**src/rtl/level_peak_hold_if.sv**
```systemverilog
// Section min/max handshake from the detector and the level/peak/bar
// handshake to the display side.
interface level_peak_hold_if #(
  parameter int width = 16
);
  localparam int bar_width = $clog2(width + 1);

  logic                 i_valid;
  logic                 i_ready;
  logic [width-1:0]     i_min_value;
  logic [width-1:0]     i_max_value;
  logic                 o_valid;
  logic                 o_ready;
  logic [width-1:0]     o_level;
  logic [width-1:0]     o_peak;
  logic [bar_width-1:0] o_bar;

  modport master (
    output i_valid, i_min_value, i_max_value, o_ready,
    input  i_ready, o_valid, o_level, o_peak, o_bar
  );

  modport slave (
    input  i_valid, i_min_value, i_max_value, o_ready,
    output i_ready, o_valid, o_level, o_peak, o_bar
  );
endinterface

```
**src/rtl/level_peak_hold.sv**
```systemverilog
// Section amplitude from a min/max pair, peak hold with linear decay,
// and a log2 bar index of the held peak for the level meter display.
module level_peak_hold #(
  parameter int width      = 16,
  parameter int hold_count = 8,
  parameter int decay_step = 256
) (
  input logic               clk,
  input logic               reset,
  level_peak_hold_if.slave  bus
);
  localparam int bar_width  = $clog2(width + 1);
  localparam int hold_width = $clog2(hold_count + 1);
  localparam logic [hold_width-1:0] hold_init    = hold_width'(hold_count);
  localparam logic [width-1:0]      decay_amount = width'(decay_step);

  typedef enum logic [1:0] {IDLE, CALC, OUT} state_t;

  state_t                state_reg;
  logic [width-1:0]      min_reg;
  logic [width-1:0]      max_reg;
  logic [width-1:0]      level_reg;
  logic [width-1:0]      peak_reg;
  logic [hold_width-1:0] hold_cnt_reg;
  logic [bar_width-1:0]  bar_reg;
  logic                  valid_reg;

  logic [width-1:0]      diff;
  logic [width-1:0]      amp_next;
  logic [width-1:0]      decayed;
  logic [width-1:0]      peak_next;
  logic [hold_width-1:0] hold_next;
  logic [bar_width-1:0]  bar_next;

  always_comb begin
    diff      = max_reg - min_reg;
    // An inverted pair (empty section) has no amplitude
    amp_next  = (max_reg >= min_reg) ? (diff >> 1) : '0;
    decayed   = (peak_reg > decay_amount) ? (peak_reg - decay_amount) : '0;
    peak_next = peak_reg;
    hold_next = hold_cnt_reg;
    if (amp_next >= peak_reg) begin
      peak_next = amp_next;
      hold_next = hold_init;
    end else if (hold_cnt_reg != '0) begin
      hold_next = hold_cnt_reg - hold_width'(1);
    end else begin
      peak_next = (amp_next > decayed) ? amp_next : decayed;
    end

    bar_next = '0;
    for (int i = 0; i < width; i++) begin
      if (peak_next[i]) bar_next = bar_width'(i + 1);
    end
  end

  always_ff @(posedge clk) begin
    if (reset) begin
      state_reg    <= IDLE;
      min_reg      <= '0;
      max_reg      <= '0;
      level_reg    <= '0;
      peak_reg     <= '0;
      hold_cnt_reg <= '0;
      bar_reg      <= '0;
      valid_reg    <= 1'b0;
    end else begin
      case (state_reg)
        IDLE: begin
          if (bus.i_valid) begin
            min_reg   <= bus.i_min_value;
            max_reg   <= bus.i_max_value;
            state_reg <= CALC;
          end
        end
        CALC: begin
          level_reg    <= amp_next;
          peak_reg     <= peak_next;
          hold_cnt_reg <= hold_next;
          bar_reg      <= bar_next;
          valid_reg    <= 1'b1;
          state_reg    <= OUT;
        end
        OUT: begin
          if (bus.o_ready) begin
            valid_reg <= 1'b0;
            state_reg <= IDLE;
          end
        end
        default: state_reg <= IDLE;
      endcase
    end
  end

  assign bus.i_ready = (state_reg == IDLE);
  assign bus.o_valid = valid_reg;
  assign bus.o_level = level_reg;
  assign bus.o_peak  = peak_reg;
  assign bus.o_bar   = bar_reg;
endmodule
```
**src/flat_wrapper.sv**
```systemverilog
// flat-port wrapper written by rule: the top's interface ports become plain ports
module level_peak_hold_flat 
#(
  parameter int width      = 16,
  parameter int hold_count = 8,
  parameter int decay_step = 256
)
  (clk, reset, bus_i_valid, bus_i_min_value, bus_i_max_value, bus_o_ready, bus_i_ready, bus_o_valid, bus_o_level, bus_o_peak, bus_o_bar);
  level_peak_hold_if #(.width(width)) bus_i ();
  input logic clk;
  input logic reset;
  input wire logic [$bits(bus_i.i_valid)-1:0] bus_i_valid;
  input wire logic [$bits(bus_i.i_min_value)-1:0] bus_i_min_value;
  input wire logic [$bits(bus_i.i_max_value)-1:0] bus_i_max_value;
  input wire logic [$bits(bus_i.o_ready)-1:0] bus_o_ready;
  output wire logic [$bits(bus_i.i_ready)-1:0] bus_i_ready;
  output wire logic [$bits(bus_i.o_valid)-1:0] bus_o_valid;
  output wire logic [$bits(bus_i.o_level)-1:0] bus_o_level;
  output wire logic [$bits(bus_i.o_peak)-1:0] bus_o_peak;
  output wire logic [$bits(bus_i.o_bar)-1:0] bus_o_bar;
  assign bus_i.i_valid = bus_i_valid;
  assign bus_i.i_min_value = bus_i_min_value;
  assign bus_i.i_max_value = bus_i_max_value;
  assign bus_i.o_ready = bus_o_ready;
  assign bus_i_ready = bus_i.i_ready;
  assign bus_o_valid = bus_i.o_valid;
  assign bus_o_level = bus_i.o_level;
  assign bus_o_peak = bus_i.o_peak;
  assign bus_o_bar = bus_i.o_bar;
  level_peak_hold #(.width(width), .hold_count(hold_count), .decay_step(decay_step)) u_core (.clk(clk), .reset(reset), .bus(bus_i));
endmodule
```
**config.mk**
```make
export PLATFORM = sky130hd
export DESIGN_NAME = level_peak_hold_flat
export DESIGN_NICKNAME = d
export VERILOG_FILES = /design/src/rtl/level_peak_hold_if.sv /design/src/rtl/level_peak_hold.sv /design/src/flat_wrapper.sv
export SDC_FILE = /design/constraint.sdc
export NUM_CORES = 1
export LEC_CHECK = 0
export CAP_MARGIN = 10
export CORE_MARGIN = 2
export CORE_UTILIZATION = 56
export DETAILED_ROUTE_END_ITERATION = 7
export PLACE_DENSITY = 0.82
export SLEW_MARGIN = 20
export SYNTH_ARGS = -nofsm -noshare
export SYNTH_HDL_FRONTEND = slang
export SYNTH_SLANG_ARGS = --single-unit
```
**constraint.sdc**
```tcl
create_clock -name clk -period 6.58 [get_ports clk]
set_clock_uncertainty 0.15 [all_clocks]
set_input_delay 0.658 -clock clk [delete_from_list [all_inputs] [get_ports clk]]
set_output_delay 0.658 -clock clk [all_outputs]
set_load 0.02 [all_outputs]
```
==> out/summary.md <==
Initial antenna violation count: 0. The biggest cell delay along the critical path was 0.43 ns. The slowest stage of the critical path is the sky130_fd_sc_hd__fa_1 cell.

The total number of placement rows is 35. In this run the critical register-to-register path is launched from u_core.max_reg[0]$_SDFFE_PP0P_. The layout has 793 filler cells. Total die area: 10200 µm². For this run, the number of standard cells in the final layout without fillers is 866. The quantity of I/O buffers inserted on ports was 73; the power density relative to cell area was 423 nW/µm². The share of the synthesized area in the top cell type was 0.282; the die span in y was 101 µm. Across the run, the number of max-cap violations was 0.

The quantity of hold-fixing buffers added after cts was 0. The total CTS buffers came out at 9. After detailed routing, the average wire length per cell comes to 16.5 µm.

The share of layout cells above drive strength 1 works out to 0.0662. The most numerous cell type found on the critical path is sky130_fd_sc_hd__inv_1. The number of warning messages in the yosys log is 0, and the post-CTS repair timing setup buffer count is 0. In this run the most critical hold path is launched from u_core.bus.o_level[8]$_SDFFE_PP0P_. Met3 wirelength from detailed routing: 684 µm. Total nets after synthesis: 785. The first routing iteration left 269 violations. For the worst setup path, the data required time is 6.68 ns. The critical-path maximum fanout is 10. The final wirelength is 14200 µm, and the count of instances resized after the clock tree is built is 0. The worst-case IR drop observed on VDD is 0.202 mV.

The synthesized netlist cell count was 699; the period utilization was 0.815. The run gives 0.292 as the global-route usage over all layers. Counting flops with a built-in enable in the synthesized netlist gives 0. After global routing the overflow that remains totals 0. The wire length on met2 was 7030 µm; the share of the core filled with cells was 0.679.

The congestion estimate from routability-driven global placement came to 0.942. The tightest hold path in the finished design has a slack of 0.306 ns. Once detailed placement completed, the half-perimeter wirelength came to 10500 µm. The maximum level of the CTS H-tree came out at 3. The flow ran to the end, and the final reports show no timing, DRC or antenna violations. The sequential-to-total area share from yosys stat came out at 0.282. Data arrives at the worst endpoint at 5.47 ns.

Measured along the x axis, the die boundary spans 101 µm. The highest signal layer in the routed design was met4. The signal on the critical path passes through inv_1 -> ha_1 -> inv_1 -> fa_1 -> a21o_1 -> a21oi_2 -> o221a_2 -> o211ai_2 -> o2111ai_1 -> inv_1 -> ha_1 -> nand4_1 -> nor3_1 -> a21boi_0 -> o31ai_2 -> o31ai_4 -> nor4_1 -> nor4b_4 -> o21ai_1 -> a311o_1. For the number of vias in the routed layout, the log shows 5165. The worst setup slack after placement was 1.36 ns. In the post-synthesis netlist, the biggest area contributors are sky130_fd_sc_hd__dfxtp_1 (28%), sky130_fd_sc_hd__ha_1 (12%), sky130_fd_sc_hd__nand2_1 (9.6%). The startpoint of the most critical setup path is u_core.max_reg[0]$_SDFFE_PP0P_. The via count of the first global-routing pass came out at 4956.

The global-route wire length before repair was 23700 µm; the cell area reported after detailed placement was 5970 µm². The run gives 9150 µm² as the core area. The clock net in this run drives a total of 74 sinks.

The detail route stage leaves a number of antenna-violating nets equal to 0. The most used flip-flop cell after synthesis is sky130_fd_sc_hd__dfxtp_1. For the sum of negative setup slack, the log shows 0 ns.

The average instance in the mapped netlist occupies 7.52 µm². After detailed placement, the design holds a cell count of 850. Relative to the synthesized area, the layout overhead comes to 18.2%.

The largest area contributor in the netlist is sky130_fd_sc_hd__dfxtp_1. The tools report the final hold violation count as 0. The logs give 0.321 for the tightest slew margin relative to the limit and 0.36 ns for the clock latency reported for the late side of the worst-skew pair. After the last flow step, the layout net total stands at 836. The clock-pin slew reported for the worst setup and hold paths after clock tree synthesis is 0.09 ns. The kind of critical path is flip-flop to flip-flop. Setup violations remaining at the end of the flow were counted as 0. Static timing analysis puts the maximum clock frequency at 186 MHz.

TritonCTS built the clock tree. Worst-margin pin slew: 1.02 ns. The pin count of the biggest net entering global routing was 76; the DRC violation count after routing was 0. Setup repair after global routing left no endpoint under its margin. Detail-routed via count per cell: 5.96. CTS placed an instance of sky130_fd_sc_hd__clkbuf_8 at the clock tree root. The top cell types in the final layout, fill and taps aside, are sky130_fd_sc_hd__nand2_1 (135), sky130_fd_sc_hd__a21oi_1 (82), sky130_fd_sc_hd__dfxtp_1 (74). The total power after layout is 2.63 mW, and the count of boundary I/O pins is 75.

After routing the design area is 6210 µm². The standby leakage power was 2.41 nW; the share of synthesized flip-flops with an asynchronous set or reset was 0. After synthesis the netlist holds a flip-flop and latch count of 74.

The number of different library cells in the post-synthesis netlist was 76. No sink is reached through more buffers than the 2 on the longest clock path. The number of antenna diodes in the final layout is 0. The synthesized area is 5250 µm². For the wire length the detailed router placed on met1, the log shows 6250 µm.

Nature of the critical path startpoint: a flip-flop. Type of the most critical hold path: flip-flop to flip-flop. Across all setup checks in the final design, the least slack found is 1.22 ns.

STA classifies the critical path endpoint as a flip-flop. Across all register-to-register paths, the minimum setup slack is 1.22 ns. The minimum clock period was 5.36 ns. The initial core utilization is 0.574, and the length of the first detailed-routing pass in iterations is 5. The run gives 0 as the number of pins with negative max-slew slack in the final report.

The library cell used most frequently in the layout, excluding fill and tap cells, is sky130_fd_sc_hd__nand2_1.
-- worst paths after layout --
kind | end | cells past startpoint
worst max-delay path | u_core.bus.o_bar[0]$_SDFFE_PP0P_ | 20
worst min-delay path | u_core.bus.o_level[8]$_SDFFE_PP0P_ | 2
worst max register to register | u_core.bus.o_bar[0]$_SDFFE_PP0P_ | 20
worst min register to register | u_core.bus.o_level[8]$_SDFFE_PP0P_ | 2
-- worst max-delay path, delay by kind of cell, from the launching register on --
| kind | cells | cell delay (ns) |
|---|---|---|
| flip-flops | 1 | 0.32 |
| AO/OA/AOI/OAI | 10 | 2.66 |
| buffers and inverters | 3 | 0.29 |
| AND/OR/NAND/NOR | 4 | 0.94 |
| adder cells (fa/ha/maj) | 3 | 0.93 |
-- synthesized netlist by cell type (5+ instances only) --
| master | number |
|---|---|
| sky130_fd_sc_hd__a22oi_1 | 7 |
| sky130_fd_sc_hd__nand3_1 | 11 |
| sky130_fd_sc_hd__dfxtp_1 | 74 |
| sky130_fd_sc_hd__a21o_1 | 8 |
| sky130_fd_sc_hd__a21oi_1 | 82 |
| sky130_fd_sc_hd__or3_1 | 5 |
| sky130_fd_sc_hd__and3_1 | 7 |
| sky130_fd_sc_hd__nand2_1 | 135 |
| sky130_fd_sc_hd__o31a_1 | 5 |
| sky130_fd_sc_hd__a211oi_1 | 7 |
| sky130_fd_sc_hd__nor4_1 | 5 |
| sky130_fd_sc_hd__o21a_1 | 7 |
| sky130_fd_sc_hd__mux2i_1 | 5 |
| sky130_fd_sc_hd__inv_1 | 42 |
| sky130_fd_sc_hd__nor3_1 | 16 |
| sky130_fd_sc_hd__xnor2_1 | 7 |
| sky130_fd_sc_hd__nor2b_1 | 13 |
| sky130_fd_sc_hd__ha_1 | 49 |
| sky130_fd_sc_hd__nor2_1 | 51 |
| sky130_fd_sc_hd__and2_1 | 6 |
| sky130_fd_sc_hd__clkbuf_1 | 26 |
| sky130_fd_sc_hd__o21ai_0 | 25 |
| sky130_fd_sc_hd__o211ai_1 | 9 |
| sky130_fd_sc_hd__a31oi_1 | 7 |
-- power breakdown --
part	total (mW)	switching, mW	internal [mW]
logic	1.65	0.986	0.664
registers	0.539	0.0468	0.493
clock network	0.439	0.187	0.252
-- cells by family after synthesis --
family                     Yosys count  share of synthesized area
muxes                                7                     0.0138
and+or+nand+nor                    278                      0.251
DFF                                 74                      0.282
adders and majority gates           50                      0.121
xor gates and xnor gates            10                     0.0167
other                                1                   0.000714
buffers and inverters               79                     0.0631
AOI/OAI and AO/OA                  200                      0.252
-- routing by layer --
layer,GRT usage,vias to the layer above
li1,-,2564
met1,0.365,2392
met2,0.511,184
met3,0.0485,25
met4,0.0896,0
met5,0,-
-- layout make-up --
class	instances	area, µm²	area share
clock buffer	11	131	0.0212
clock inverter	5	103	0.0165
inverter	42	158	0.0254
multi-input combinational	546	3440	0.554
sequential	74	1480	0.239
tap	111	139	0.0224
timing repair buffer	77	756	0.122
(Power assumes the default switching activity.)
